`src/rtl/ram_port_arbiter.sv`:
```
// rtl/ram_port_arbiter.sv - shares one single-cycle SRAM port among several hosts.
// Grants the RAM port every cycle and routes each response to the host granted one cycle earlier.
module ram_port_arbiter #(
  parameter int NumHosts  = 2,
  parameter bit RoundRobin = 1'b1,
  parameter int AddrWidth = 32
) (
  input  logic                          clk_i,
  input  logic                          rst_ni,
  input  logic [NumHosts-1:0]           req_i,
  input  logic [NumHosts-1:0]           we_i,
  input  logic [NumHosts*4-1:0]         be_i,
  input  logic [NumHosts*AddrWidth-1:0] addr_i,
  input  logic [NumHosts*32-1:0]        wdata_i,
  output logic [NumHosts-1:0]           gnt_o,
  output logic [NumHosts-1:0]           rvalid_o,
  output logic [31:0]                   rdata_o,
  output logic                          ram_req_o,
  output logic                          ram_we_o,
  output logic [3:0]                    ram_be_o,
  output logic [AddrWidth-1:0]          ram_addr_o,
  output logic [31:0]                   ram_wdata_o,
  input  logic                          ram_rvalid_i,
  input  logic [31:0]                   ram_rdata_i
);

  localparam int IdxW = $clog2(NumHosts);

  logic [IdxW-1:0] prio_q, resp_idx_q;
  logic            pend_q;
  logic [IdxW-1:0] winner, idx, next_prio;
  logic            any_req;

  assign any_req = |req_i;

  // Scan from the highest offset down so the lowest offset from prio_q wins.
  always_comb begin
    winner = '0;
    idx    = '0;
    for (int k = NumHosts - 1; k >= 0; k--) begin
      if (RoundRobin) idx = IdxW'((int'(prio_q) + k) % NumHosts);
      else            idx = IdxW'(k);
      if (req_i[idx]) winner = idx;
    end
  end

  assign next_prio = (winner == IdxW'(NumHosts - 1)) ? '0 : winner + 1'b1;

  always_comb begin
    gnt_o = '0;
    for (int i = 0; i < NumHosts; i++) begin
      gnt_o[i] = any_req && (winner == IdxW'(i));
    end
  end

  always_comb begin
    ram_we_o    = 1'b0;
    ram_be_o    = '0;
    ram_addr_o  = '0;
    ram_wdata_o = '0;
    for (int i = 0; i < NumHosts; i++) begin
      if (gnt_o[i]) begin
        ram_we_o    = we_i[i];
        ram_be_o    = be_i[4*i +: 4];
        ram_addr_o  = addr_i[AddrWidth*i +: AddrWidth];
        ram_wdata_o = wdata_i[32*i +: 32];
      end
    end
  end

  assign ram_req_o = any_req;

  always_ff @(posedge clk_i or negedge rst_ni) begin
    if (!rst_ni) begin
      prio_q     <= '0;
      pend_q     <= 1'b0;
      resp_idx_q <= '0;
    end else if (any_req) begin
      pend_q     <= 1'b1;
      resp_idx_q <= winner;
      if (RoundRobin) prio_q <= next_prio;
    end else begin
      pend_q <= 1'b0;
    end
  end

  always_comb begin
    rvalid_o = '0;
    for (int i = 0; i < NumHosts; i++) begin
      rvalid_o[i] = ram_rvalid_i & pend_q & (resp_idx_q == IdxW'(i));
    end
  end

  assign rdata_o = ram_rdata_i;

  a_gnt_onehot: assert property (@(posedge clk_i) disable iff (!rst_ni) $onehot0(gnt_o));
  a_gnt_req:    assert property (@(posedge clk_i) disable iff (!rst_ni) (gnt_o & ~req_i) == '0);
  // A response without an outstanding grant means the RAM side is out of step.
  a_rvalid_pend: assert property (@(posedge clk_i) disable iff (!rst_ni) ram_rvalid_i |-> pend_q);

endmodule

```
`config.mk`:
```
export PLATFORM = sky130hd
export DESIGN_NAME = ram_port_arbiter
export DESIGN_NICKNAME = d
export VERILOG_FILES = /design/src/rtl/ram_port_arbiter.sv
export SDC_FILE = /design/constraint.sdc
export NUM_CORES = 1
export LEC_CHECK = 0
export ABC_AREA = 1
export BUFFER_PORTS_ARGS = -buffer_cell sky130_fd_sc_hd__buf_2
export CAP_MARGIN = 5
export CORE_AREA = 2 2 108 110
export DETAILED_ROUTE_END_ITERATION = 7
export DIE_AREA = 0 0 110 112
export PLACE_DENSITY = 0.43
export SLEW_MARGIN = 5
export SYNTH_ARGS = -nofsm -noshare
export SYNTH_HDL_FRONTEND = slang
export SYNTH_SLANG_ARGS = --single-unit
```
`constraint.sdc`:
```
create_clock -name clk_i -period 1.2 [get_ports clk_i]
set_input_delay 0.12 -clock clk_i [delete_from_list [all_inputs] [get_ports clk_i]]
set_output_delay 0.12 -clock clk_i [all_outputs]
set_load 0.03 [all_outputs]
```
Yosys cells after proc, flatten, opt, wreduce, memory -nomap -nowiden. Index checks and enable logic that the tools add are counted.

Bitwise operators: 5. Muxes and demuxes: 16. $add $sub $neg: 2. Reduce and logical (&&, ||, !) cells: 3. $lt $le $gt $ge: 2.

Operator list (count): 32-bit 2-to-1 mux (4); 1-bit 2-to-1 mux (10); 4-bit 2-to-1 mux (2); 1-bit by 2-bit < comparator with 1-bit output (second input constant) (2); 1-bit AND (3); 1-bit adder (second input constant) (2); 1-bit logical AND (2); 1-bit inverter (2); 2-bit OR reduction (1).

Input bits: 175. Flip-flop bits (word level): 3. Output and inout bits: 106.

Depth between registers and ports, before layout.
Depth in word-level cells: 9. Gate-level depth with buffers: 5.

Least setup slack after synthesis. Ideal clock, no wire load.

Path type: reg2out. From: register prio_q. To: output ram_addr_o[25]. Path buffers: 1. Cell stages (with the launch flop): 5. Slack: -0.078 ns. Arrival time: 1.158 ns. Path through: dfrtp_1 a21oi_4 buf_2 nand2_1 nand2_1.

Longest elaborated chain between the ends: 9. Elaborated cells on any way between the ends: 12. Classes of those cells: add/sub: 1; mux: 8; bitwise: 1; reduce/logical: 2.

Ends and longest elaborated chain: start, declared (RTL line 29) `logic [IdxW-1:0] prio_q, resp_idx_q;`; start signal, assigned (RTL line 81) `if (RoundRobin) prio_q <= next_prio;`; 1-bit adder (RTL line 41) `if (RoundRobin) idx = IdxW'((int'(prio_q) + k) % NumHosts);`; 1-bit 2-to-1 mux (implied by the code) (2 in series) (RTL line 43) `if (req_i[idx]) winner = idx;`; 1-bit 2-to-1 mux (RTL line 43); 1-bit 2-to-1 mux (*) (RTL line 43); 1-bit inverter (*) (RTL line 52) `gnt_o[i] = any_req && (winner == IdxW'(i));`; 1-bit logical AND (*) (RTL line 52); net gnt_o[0] (RTL line 15) `output logic [NumHosts-1:0] gnt_o,`; 32-bit 2-to-1 mux (*) (2 in series) (RTL line 62) `if (gnt_o[i]) begin`; end, declared (RTL line 21) `output logic [AddrWidth-1:0] ram_addr_o,`.

Mark *: on every way through the listed nets, which the timed path passes. The rest lies on a longest branch. The select of a mux whose other input is x is not followed.

Worst setup path after layout.
From: register prio_q. To: output ram_wdata_o[3].

Longest elaborated chain between the ends: 9. Elaborated cells on any way between the ends: 12. Classes of those cells: add/sub: 1; mux: 8; bitwise: 1; reduce/logical: 2.

Ends and longest elaborated chain: 1-bit adder (RTL line 41); 1-bit 2-to-1 mux (implied by the code) (2 in series) (RTL line 43); 1-bit 2-to-1 mux (RTL line 43); 1-bit 2-to-1 mux (*) (RTL line 43); 1-bit inverter (RTL line 52); 1-bit logical AND (RTL line 52); 32-bit 2-to-1 mux (RTL line 62); 32-bit 2-to-1 mux (*) (RTL line 62); end, declared (RTL line 22) `output logic [31:0] ram_wdata_o,`.

Every way passes the cells marked *; elsewhere a longest branch is shown, timed or not. The select of a mux whose other input is x is not followed.

==> results.py <==
metrics = {
    "outcome": {
        "status": "finished with violations",
        "violations": "setup timing",
    },
    "logic_synthesis": {
        "ys_seq_area_share_pct": 5.54,
        "synth_area_per_cell_sq_um": 4.86,
        "synth_cells": 279,
        "synth.top_cell.area_share_pct": 39.1,
        "yosysTopAreaCell": "nand2_1",
        "synth.top_cells.by_area": "nand2_1 39%, nand3_1 25%, buf_4 18%",
        "synth.net_count": 454,
        "yosysUniqueCellTypes": 11,
        "yosys_warnings": 0,
        "syn_area_sq_um": 1360,
        "ys_ff_latch": 3,
    },
    "sta": {
        "hold_viol_final": 0,
        "hold_ws_ns": 0.240,
        "drv_slew": 0,
        "relSlewSlack_pct": 87.9,
        "skew_ns": 0.000654,
        "worst_pin_slew_ns": 0.180,
        "max_freq_mhz": 657,
        "timing.final.crit_share_pct": 127,
        "finalSetupViolCount": 71,
        "setup_ws_ns": -0.321,
        "grt_setup_unrepaired": "true",
        "period_needed_ns": 1.52,
    },
    "cts": {
        "clk_latency_ns": 0.23,
        "clockBufferDepth": 2,
        "cts_root_buf": "clkbuf_16",
        "numCtsBuffers": 3,
        "h-tree-depth": 1,
        "cts.sinks": 3,
        "cts_tree": "yes",
        "cts.clk_slew.worst_paths_ns": 0.03,
    },
    "global_routing": {
        "grt_antenna_before_repair": 0,
        "grt_overflow": 0,
        "grt_usage_pct": 11.7,
        "grt_pass1_vias": 2396,
        "grt_pass1_wl_um": 11200,
        "grt_max_degree": 36,
    },
    "layout": {
        "drive_gt1_share_pct": 56.3,
        "area_growth_pct": 139,
        "finalNetCount": 640,
        "fill_cells": 1200,
        "insertedDiodeCount": 0,
    },
    "floorplan": {
        "pin_count": 281,
        "row_count": 39,
        "chipWidth_um": 110,
        "die_y_um": 112,
        "core_area_sq_um": 11200,
        "dieArea_sq_um": 12300,
        "start_util_pct": 12.1,
    },
    "routing": {
        "ant_nets": 0,
        "vias_per_cell": 4.07,
        "first_iter_violations": 63,
        "firstDrtPassIters": 4,
        "route.detailed.drc": 0,
        "finalWirelength_um": 7720,
        "vias": 2471,
        "wl_per_cell_um": 12.7,
    },
    "power": {
        "p_int_mw": 1.49,
        "powerDensity_nw_per_um2": 845,
        "leakagePower_nw": 1.93,
        "sequentialPowerShare_pct": 4.4,
        "net-switching-power_mw": 1.25,
        "combPwrFrac_pct": 75.5,
        "p_sw_share_pct": 45.7,
        "ir_worst_vdd_uv": 318,
        "clock_power_share_pct": 20.1,
    },
    "placement": {
        "pre_cts_ws_ns": -0.134,
        "port_buffers": 216,
        "place_hpwl_um": 5440,
        "place_congestion": 0.677,
    },
    "setup_path": {
        "endpoint_kind": "primary output",
        "setup.worst_path.class": "reg2out",
        "arrival_ns": 1.40,
        "required_ns": 1.08,
        "crit_fanout": 8,
        "start_kind": "flip-flop",
    },
    "run": {
        "drv_cap": 0,
    },
    "worst_hold_path": {
        "min_path_type": "in2out",
    },
}
## synthesized netlist by cell type
cell,number
a21oi_4,1
buf_1,5
buf_2,16
buf_4,32
clkbuf_1,1
dfrtp_1,3
inv_1,7
nand2_1,141
nand3_1,69
nor3_1,2
o21ai_0,2
## per-stage QoR
stage / total power [mW] / utilization, % / std cells / area (sq um) / setup TNS, ns
finish: 2.74 / 29.0 / 607 / 3240 / -20.35
global route: 2.89 / 29.0 / 607 / 3240 / -25.24
CTS: 2.74 / 28.8 / 606 / 3210 / -19.65
detailed placement: 1.65 / 21.7 / 594 / 2420 / -6.31
global placement: 1.65 / 21.7 / 594 / 2420 / -6.18
floorplan: 1.25 / - / 279 / 1360 / 0
## timing repair
item,4_1_cts,5_1_grt
gates cloned,4,1
pin swaps,5,0
endpoints found under the hold margin,3,0
hold buffers,1,0
setup buffers,3,0
gates resized for setup,182,2
setup endpoints to repair,71,71
## worst max-delay path: stages (launching register included)
cell and delay, ns:
dfrtp_1 0.39, a21oi_4 0.18, buf_6 0.18, buf_16 0.16, nand2_1 0.05, nand2_1 0.07
buf_6 0.13
## power groups by stage
stage	registers (mW)	logic [mW]	clock network, mW
after floorplan	0.120	1.13	0
after global placement	0.122	1.53	0
after detailed placement	0.122	1.53	0
after CTS	0.120	2.06	0.560
after global routing	0.121	2.22	0.557
final	0.120	2.07	0.552
## cells in the final DEF (no fill, tap or decap), drive strengths merged
cell and n:
inv 7, dfrtp 3, nand2 141, a21oi 1, o21ai 2, dlygate4sd3 1
clkbuf 5, buf 233, nor3 2, nand3 69
## final cells by class
class,count,area [sq um],area share (%)
Sequential cell,3,75.1,2.31
Multi-Input combinational cell,215,1010,31.2
Timing Repair Buffer,235,1870,57.7
Tap cell,143,179,5.51
Inverter,7,26.3,0.810
Clock buffer,4,78.8,2.43
## final timing paths
check                      cells past startpoint       startpoint  slack, ns        endpoint
hold / removal                                 0  ram_rdata_i[13]       0.24     rdata_o[13]
setup / recovery                               6           prio_q      -0.32  ram_wdata_o[3]
hold reg to reg                                2       resp_idx_q       0.55      resp_idx_q
min in group asynchronous                      2           rst_ni       0.25      resp_idx_q
setup reg to reg                               5           prio_q       0.16      resp_idx_q
max in group asynchronous                      2           rst_ni       0.84          prio_q
## metal layers
layer | global-route usage (%) | up-vias | part of all wire (%)
met2 | 22.9 | 136 | 54
li1 | - | 1227 | -
met3 | 1.93 | 17 | 8.3
met5 | 0 | - | 0
met4 | 4.98 | 0 | 2.2
met1 | 11.6 | 1091 | 35
## sequential cells by signal, indices dropped and copies added, names as in the netlist
signal	flops
resp_idx_q	1
pend_q	1
prio_q	1
## cells by family (layout without fill, tap and decap cells)
| family | count (synthesis) | after routing | synth area share (%) |
|---|---|---|---|
| DFF | 3 | 3 | 5.54 |
| buffers and inverters | 61 | 246 | 27.2 |
| AOI/OAI and AO/OA | 3 | 3 | 1.94 |
| and+or+nand+nor | 212 | 212 | 65.3 |
Note: power is estimated with default switching activity, not from simulation.
